$ cat src/rtl/barcode_pkg.sv
// Shared types and constants for the barcode stripe transmitter.
// Optional inter-frame gap is enabled by defining BARCODE_TX_GAP_EN.
package barcode_pkg;

    localparam int PERIOD_W    = 22;
    localparam int MIN_PERIOD  = 8;
    localparam int NUM_STRIPES = 9;

    typedef enum logic [1:0] {
        IDLE,
        LOW,
        HIGH,
        GAP
    } tx_state_t;

endpackage

$ cat src/rtl/bc_seg_timer.sv
// Loadable segment down-counter: a load of N produces exactly N cycles before expire.
// Used by barcode_tx (BARCODE_TX_GAP_EN only changes what the top loads into it).
module bc_seg_timer #(
    parameter int PERIOD_W = 22
) (
    input  logic                clk,
    input  logic                rst,
    input  logic                load,
    input  logic [PERIOD_W-1:0] len,
    output logic                expire
);

    localparam logic [PERIOD_W-1:0] ONE = PERIOD_W'(1);

    logic [PERIOD_W-1:0] r_cnt;

    always_ff @(posedge clk) begin
        if (rst) begin
            r_cnt <= '0;
        end else if (load) begin
            r_cnt <= len;
        end else if (r_cnt != '0) begin
            r_cnt <= r_cnt - ONE;
        end
    end

    // The owner only loads while idle (count already 0) or in response to expire,
    // so a pending load never coincides with a count of 1 from another source.
    assign expire = (r_cnt == ONE);

endmodule

$ cat src/rtl/barcode_tx.sv
// Pulse-width barcode transmitter: start stripe plus 8 data stripes, MSB first.
// Define BARCODE_TX_GAP_EN to append a 2*P high gap before done.
module barcode_tx #(
    parameter int PERIOD_W = barcode_pkg::PERIOD_W
) (
    input  logic                clk,
    input  logic                rst,
    input  logic                send,
    input  logic [7:0]          tx_id,
    input  logic [PERIOD_W-1:0] period,
    output logic                BC,
    output logic                busy,
    output logic                done
);

    import barcode_pkg::*;

    localparam logic [PERIOD_W-1:0] P_MIN      = PERIOD_W'(MIN_PERIOD);
    localparam logic [3:0]          LAST_STRIPE = 4'(NUM_STRIPES - 1);

    tx_state_t           r_state;
    tx_state_t           w_nstate;
    logic [7:0]          r_sh;
    logic                r_bit;
    logic [3:0]          r_stripe;
    logic [PERIOD_W-1:0] r_p;
    logic                r_bc;
    logic                r_busy;
    logic                r_done;

    logic                w_load;
    logic [PERIOD_W-1:0] w_len;
    logic                w_expire;
    logic                w_accept;
    logic                w_adv;
    logic                w_done;
    logic [PERIOD_W-1:0] w_pin;
    logic [PERIOD_W-1:0] w_q;
    logic [PERIOD_W-1:0] w_h;

    assign w_pin = (period < P_MIN) ? P_MIN : period;
    assign w_q   = r_p >> 2;
    assign w_h   = r_p >> 1;

    bc_seg_timer #(.PERIOD_W(PERIOD_W)) u_timer (
        .clk    (clk),
        .rst    (rst),
        .load   (w_load),
        .len    (w_len),
        .expire (w_expire)
    );

    always_comb begin
        w_nstate = r_state;
        w_load   = 1'b0;
        w_len    = '0;
        w_accept = 1'b0;
        w_adv    = 1'b0;
        w_done   = 1'b0;
        case (r_state)
            IDLE: begin
                if (send) begin
                    w_accept = 1'b1;
                    w_load   = 1'b1;
                    w_len    = w_pin >> 1;
                    w_nstate = LOW;
                end
            end
            LOW: begin
                if (w_expire) begin
                    w_load   = 1'b1;
                    w_nstate = HIGH;
                    if (r_stripe == 4'd0)
                        w_len = r_p - w_h;
                    else if (r_bit)
                        w_len = r_p - w_q;
                    else
                        w_len = w_q;
                end
            end
            HIGH: begin
                if (w_expire) begin
                    if (r_stripe < LAST_STRIPE) begin
                        w_adv    = 1'b1;
                        w_load   = 1'b1;
                        w_nstate = LOW;
                        w_len    = r_sh[7] ? w_q : (r_p - w_q);
                    end else begin
`ifdef BARCODE_TX_GAP_EN
                        w_load   = 1'b1;
                        w_len    = r_p << 1;
                        w_nstate = GAP;
`else
                        w_done   = 1'b1;
                        w_nstate = IDLE;
`endif
                    end
                end
            end
`ifdef BARCODE_TX_GAP_EN
            GAP: begin
                if (w_expire) begin
                    w_done   = 1'b1;
                    w_nstate = IDLE;
                end
            end
`endif
            default: w_nstate = IDLE;
        endcase
    end

    always_ff @(posedge clk) begin
        if (rst) begin
            r_state  <= IDLE;
            r_sh     <= '0;
            r_bit    <= 1'b0;
            r_stripe <= '0;
            r_p      <= '0;
            r_bc     <= 1'b1;
            r_busy   <= 1'b0;
            r_done   <= 1'b0;
        end else begin
            r_state <= w_nstate;
            r_bc    <= (w_nstate != LOW);
            r_busy  <= (w_nstate != IDLE);
            r_done  <= w_done;
            if (w_accept) begin
                r_sh     <= tx_id;
                r_p      <= w_pin;
                r_stripe <= '0;
                r_bit    <= 1'b0;
            end else if (w_adv) begin
                // r_bit remembers the bit of the stripe now in flight for its high length
                r_bit    <= r_sh[7];
                r_sh     <= {r_sh[6:0], 1'b0};
                r_stripe <= r_stripe + 4'd1;
            end
        end
    end

    assign BC   = r_bc;
    assign busy = r_busy;
    assign done = r_done;

endmodule
$ cat config.mk
export PLATFORM = sky130hd
export DESIGN_NAME = barcode_tx
export DESIGN_NICKNAME = d
export VERILOG_FILES = /design/src/rtl/barcode_pkg.sv /design/src/rtl/bc_seg_timer.sv /design/src/rtl/barcode_tx.sv
export SDC_FILE = /design/constraint.sdc
export NUM_CORES = 1
export LEC_CHECK = 0
export BUFFER_PORTS_ARGS = -buffer_cell sky130_fd_sc_hd__buf_2
export CAP_MARGIN = 10
export CELL_PAD_IN_SITES_DETAIL_PLACEMENT = 1
export CELL_PAD_IN_SITES_GLOBAL_PLACEMENT = 1
export CORE_MARGIN = 3
export CORE_UTILIZATION = 42
export CTS_CLUSTER_DIAMETER = 150
export CTS_CLUSTER_SIZE = 25
export DETAILED_ROUTE_END_ITERATION = 16
export GPL_TIMING_DRIVEN = 0
export MAX_ROUTING_LAYER = met4
export PLACE_DENSITY_LB_ADDON = 0.1
export SLEW_MARGIN = 20
export SYNTH_ARGS = -nofsm -noshare
export SYNTH_HDL_FRONTEND = slang
export SYNTH_SLANG_ARGS = --single-unit
export TNS_END_PERCENT = 50
$ cat constraint.sdc
create_clock -name clk -period 2.8 [get_ports clk]
set_input_delay 0.28 -clock clk [delete_from_list [all_inputs] [get_ports clk]]
set_output_delay 0.28 -clock clk [all_outputs]
set_load 0.03 [all_outputs]
; Word level (Yosys, flattened, before mapping)
; Index checks and enable logic that the tools add are counted.
[classes]
n_mul = 0
addsub = 4
n_eq_ne = 4
n_div = 0
n_shift = 0
n_mux = 26
reduce_logical = 8
bitwise_logic = 2
n_lt_le_gt_ge = 2
[op_table]
columns = cell, count
row1 = $mux 22, 9
row2 = $pmux 22 s3, 1
row3 = $eq 22x1->1 const B, 1
row4 = $lt 22x4->1 const B, 1
row5 = $reduce_bool 22->1, 1
row6 = $sub 22x1->22 const B, 1
row7 = $sub 22x20->22, 1
row8 = $sub 22x21->22, 1
row9 = $mux 21, 1
row10 = $mux 8, 2
row11 = $mux 1, 8
row12 = $mux 2, 3
row13 = $pmux 2 s3, 1
row14 = $reduce_bool 2->1, 3
row15 = $add 4x1->4 const B, 1
row16 = $logic_not 4->1, 1
row17 = $lt 4x4->1 const B, 1
row18 = $pmux 1 s3, 1
row19 = $reduce_or 3->1, 1
row20 = $eq 2x1->1 const B, 1
row21 = $eq 2x2->1 const B, 1
row22 = $logic_not 2->1, 1
row23 = $ne 2x1->1 const B, 1
row24 = $not 1->1, 2
row25 = $reduce_or 2->1, 1
[word_totals]
register_bits = 62
memories = 0
out_inout_bits = 3
rom_bits = 0
mem_bits_rw = 0
latchBits = 0

; Logic depth before layout (Yosys ltp)
[logic_depth]
ltp_word = 6
depth_mapped = 11
mapped_depth_nobuf = 11

; By module
; From an unflattened synthesis, not the netlist that was laid out.
[unflattened]
cells_unflattened = 763
hier_area_um2 = 5814.3
[modules_own_cells]
columns = module, cells_per_inst, n_inst, area_per_inst_um2
row1 = barcode_tx, 616, 1, 4553.1
row2 = bc_seg_timer, 147, 1, 1261.2

; Worst setup path before layout
; OpenSTA, ideal clock, no wires.
[synth_timing]
kind = reg-to-reg
start = register r_p[15]
end = register u_timer.r_cnt[16]
n_path_buf = 1
setup_slack_ps = -116
setup_time_ps = 127
t_arrival_ps = 2789
stages_incl_launch_ff = 12
synth_period_minus_slack_ps = 2916
path_cell_list = dfxtp_1 -> inv_1 -> ha_1 -> clkbuf_1 -> nand4_1 -> or2_2 -> a2111oi_0 -> nor3_1 -> xnor2_1 -> a221oi_1 -> nor3_1 -> or3_1
[synth_via]
elab_chain_cells = 6
word_cells_on_any_way = 10
cone_classes = add/sub (2) / mux (8)
[synth_rtl]
columns = element, line
row1 = from (decl), barcode_tx.sv:26  ; logic [PERIOD_W-1:0] r_p;
row2 = from (signal assigned), barcode_tx.sv:129  ; r_p <= w_pin;
row3 = $sub 22x20->22, "barcode_tx.sv:76, barcode_tx.sv:87"
row4 = "$mux 22, on equally long branches", "barcode_tx.sv:87, barcode_tx.sv:75"
row5 = "$mux 22, on equally long branches", "barcode_tx.sv:83, barcode_tx.sv:73"
row6 = "$mux 22, on equally long branches", "barcode_tx.sv:82, barcode_tx.sv:70"
row7 = $pmux 22 s3 *, barcode_tx.sv:60  ; case (r_state)
row8 = $mux 22 *, bc_seg_timer.sv:20  ; end else if (load) begin
row9 = to (signal assigned), bc_seg_timer.sv:21  ; r_cnt <= len;
row10 = to (signal assigned), bc_seg_timer.sv:23  ; r_cnt <= r_cnt - ONE;
row11 = to (decl), bc_seg_timer.sv:15  ; logic [PERIOD_W-1:0] r_cnt;
; Mark *: on every way between the ends. The rest lies on a longest branch, timed or not.
; A chain may end at the register's enable or synchronous reset.

; Final worst setup path
[layout_timing]
start = register r_p[0]
end = register u_timer.r_cnt[20]
; Same word-level chain as after synthesis.

==> implementation parameters <==
Parameter                              Value

GRT
  Number of global-route vias before repair    approximately 6700
  Wire length of the first global-routing pass    roughly 37000 um
  Antenna violations before repair    0
  Overflow left after global routing    0
  Largest net degree at the start of global routing    11
  Global-route usage over all layers    ~33%

Final layout
  Final design utilization    approximately 57%
  Share of layout cells above drive strength 1    between 20 and 30%
  Register area    0.00130 sq mm
  Layout fillers    roughly 1600
  Area overhead of the layout relative to synthesis    30.4%
  Area occupied by multi-input gates    between 0.004 and 0.005 sq mm
  Layout Nets    940
  Count of inserted antenna diode cells    0

Worst setup path
  Number of cells on the worst reg-to-reg path    12
  Buffering stage count on the worst path with inverters included    2
  Highest fanout seen on the critical path    4
  Crit-path leading delay family    compound AO/OA/AOI/OAI gates
  Slowest cell on crit path    fa_2
  Required time at the endpoint of the critical path    3.03 ns
  Reg2Reg Setup Slack    -0.09 ns
  Start of the worst register-to-register path    r_p[0]$_SDFFE_PP0P_
  Sort of element at the start of the critical path    register
  Worst flop-to-flop path endpoint    u_timer.r_cnt[20]$_SDFFE_PP0P_
  Arrival @ worst endpoint    between 3 and 4 ns
  Critical Setup Path Class    reg -> reg
  Ordered cell list for the critical path    inv_4 > ha_4 > fa_2 > nor2b_4 > o31ai_4 > a2111oi_4 > buf_4 > nor4b_4 > nor3_4 > a31oi_2 > xnor2_1 > a221o_1
  CP endpoint kind    register
  Crit path largest cell delay    approximately 0.37 ns
  Stages on the worst setup path    12

Timing
  Highest Clock Rate    347 MHz
  Number of hold violations in the final report    0
  Slew at the pin with the worst max-slew slack    approximately 0.9 ns
  Final-report setup violation count    3
  Portion of the clock cycle consumed by the worst path in the final layout    103%
  Unrepaired setup endpoints after global routing    yes
  Post-route minimum period    just under 3 ns
  Tightest slew margin relative to the limit    between 40% and 50%
  Max Transition Viols Final    0
  Worst Skew    between 0.008 and 0.009 ns
  Smallest setup slack after layout    -0.0859 ns
  Post-Route Setup TNS    -0.122 ns

Synth
  Synthesized area    0.00571 sq mm
  Main combinational cell family by area after synthesis    compound AO/OA/AOI/OAI gates
  Net count of the mapped netlist    847
  Fraction of the mapped netlist area in adder cells    10.6%
  Compound-Gate Fraction of Synth Area    between 20 and 30%
  Synthesized area per cell    between 7 and 8 sq um
  Number of distinct library cell variants in the gate-level netlist after synthesis    68
  Top flip-flop cell by instance count after synthesis    dfxtp_1
  Register bit count reported by yosys    between 60 and 70
  Fraction of the mapped netlist area in simple logic gates    around 24%
  Portion of the post-synthesis area used by sequential elements    21.7%
  Async set-reset flop share out of synthesis    0%
  Xor-xnor portion of the synthesized cell area    7.36%
  Number of enable flip-flop cells after synthesis    0
  YS warnings    0
  Synthesized instance count    767
  Mux share of post-synthesis cell area    1.75%

Floorplan
  Cell row count    between 40 and 50
  Starting Density    about 44%
  Overall die width    approximately 120 um
  DIE AREA    0.0150 sq mm
  Vertical die dimension    roughly 120 um
  I/O Pins    36
  Core footprint    0.0130 sq mm

Clock tree
  Count of hold-fix buffers inserted at cts    0
  Clock buffer count from CTS    9
  Clock tree root buffer cell    clkbuf_16
  Clock-pin slew on the worst setup and hold paths    about 0.05 ns
  Clock tree from TritonCTS    built
  Clock sink count    between 60 and 70
  CTS max path bufs    2
  Depth of the CTS H-tree    3
  Clock Latency Late Sink    around 0.35 ns

Worst hold path
  Cell depth of the worst min-delay path    3
  Hold path startpoint    tx_id[0]
  Hold-critical path endpoint    r_sh[0]$_SDFFE_PP0P_
  Kind of path behind the tightest hold check    in -> reg

Placed design
  Final weighted congestion of routability-driven global placement    between 1 and 1.5
  Detailed Place HPWL    around 17000 um
  Buffers on Ports    34

Drt
  Starting DRC count in detailed routing    between 400 and 500
  Total via count after detailed routing    between 6000 and 7000
  Post-route DRC violation count    0
  DR WL/cell    approximately 24 um
  Routed Wire Length    around 25000 um
  Drt pass-1 iters    5
  Detail Route Antenna Nets    0
  DR vias/cell    6.51

Power
  Areal power density over the cells    between 500 and 600 mW/mm^2
  Largest vdd supply drop    about 0.22 mV
  Sum of internal, switching and leakage power    ~4 mW
  Lkg Pwr    approximately 3 nW

Status
  Violated checks    setup timing
  Run status    finished with violations

Run
  Reported max-cap violation count    0
## cell families after synthesis
kind of cell,Yosys count
fa+ha+maj,47
flops,62
compound gates,262
mux,10
simple gates,268
buf+inv,70
xor+xnor,48
## cell type report
type / count / area share, %
Multi-Input combinational cell: 635 / 64.0
Sequential cell: 62 / 17.4
Timing Repair Buffer: 87 / 7.96
Clock buffer: 10 / 3.07
Tap cell: 172 / 2.89
Buffer: 29 / 2.55
Inverter: 36 / 1.85
Clock inverter: 3 / 0.202
## worst max-delay path by stage
stage                                             start                              to
after floorplan           u_timer.r_cnt[4]$_SDFFE_PP0P_  u_timer.r_cnt[10]$_SDFFE_PP0P_
after global routing                r_p[0]$_SDFFE_PP0P_  u_timer.r_cnt[20]$_SDFFE_PP0P_
after CTS                           r_p[6]$_SDFFE_PP0P_   u_timer.r_cnt[9]$_SDFFE_PP0P_
after global placement    u_timer.r_cnt[4]$_SDFFE_PP0P_  u_timer.r_cnt[11]$_SDFFE_PP0P_
final                               r_p[0]$_SDFFE_PP0P_  u_timer.r_cnt[20]$_SDFFE_PP0P_
after detailed placement  u_timer.r_cnt[4]$_SDFFE_PP0P_  u_timer.r_cnt[11]$_SDFFE_PP0P_
## per-stage QoR
stage          hold WS [ns]  cell area, sq um  cells  setup slack, ns
5_1_grt               0.206              7450   1034           -0.143
6_report              0.190              7450   1034          -0.0859
3_3_place_gp          0.441              6110    973           -0.801
3_5_place_dp          0.450              6120    974           -0.880
4_1_cts               0.187              6890   1006           -0.142
2_1_floorplan         0.416              5720    767           0.0463
## per-layer routing
metal / vias up / track usage [%] / part of all wire (%)
met5: - / - / 0
met4: 0 / 15.7 / 4.8
met1: 3317 / 41.5 / 42
met3: 90 / 4.06 / 5.9
met2: 264 / 52.7 / 47
li1: 3062 / - / -
## Yosys cell counts (5+ instances only)
master,n,area share [%]
xnor2_1,27,4.1
a221oi_1,5,0.77
clkbuf_1,27,1.8
nor2_1,42,2.8
nand2_1,94,6.2
and3_1,7,0.77
or3b_2,5,0.77
nand2b_1,9,0.99
dfxtp_1,62,22
inv_1,35,2.3
or3_1,10,1.1
xor2_1,21,3.2
o22ai_1,7,0.77
nand4_1,9,0.99
a311oi_1,5,0.77
nand3_1,17,1.5
a211oi_1,12,1.6
o21bai_1,9,1.2
a21o_1,12,1.6
a22oi_1,9,1.2
o31ai_1,6,0.79
ha_1,45,9.9
nor4_1,12,1.3
o21ai_0,45,3.9
or4_1,9,1.2
o21a_1,12,1.6
o211ai_1,9,1.2
a31oi_1,13,1.4
mux2i_1,10,1.8
a21oi_1,85,7.4
nor2b_1,9,0.99
nor3_1,23,2.0
## report_power, final
part / leakage, nW / total (mW) / switching (mW) / internal [mW]
Clock: 0.124 / 0.993 / 0.415 / 0.578
Sequential: 0.522 / 1.07 / 0.112 / 0.961
Combinational: 2.31 / 2.01 / 1.16 / 0.853
## worst reg2reg max path, cell delays in order (launching register included)
cell       delay, ns
dfxtp_2         0.36
inv_4           0.06
ha_4            0.17
fa_2            0.37
nor2b_4         0.16
o31ai_4         0.12
a2111oi_4       0.32
buf_4           0.22
nor4b_4         0.06
nor3_4          0.28
a31oi_2         0.13
xnor2_1         0.18
a221o_1         0.32
## flip-flops by register name (all words and copies together) (netlist names)
name,cells
r_sh,8
r_bit,1
r_stripe,4
u_timer.r_cnt,22
r_p,22
done,1
busy,1
BC,1
r_state,2
## cell usage in the layout (no fill, tap or decap), types with 11 or more instances in the layout
master	Yosys	layout
nand3_1	17	15
ha_1	45	30
a211oi_1	12	11
inv_1	35	30
clkbuf_1	27	20
xor2_1	21	20
buf_4	1	50
o21a_1	12	12
nor2_1	42	40
dfxtp_1	62	40
a21oi_1	85	78
o21ai_0	45	42
xnor2_1	27	25
buf_2	3	34
a21o_1	12	11
nand2_1	94	91
dfxtp_4	0	12
nor3_1	23	21
ha_4	0	12
## timing repair
action	in CTS	in global routing
buffers inserted	20	31
cloned	1	0
endpoints found under the setup margin	36	29
pin swaps	21	36
gates resized for setup	90	72
Power figures use the tool's default switching activity.
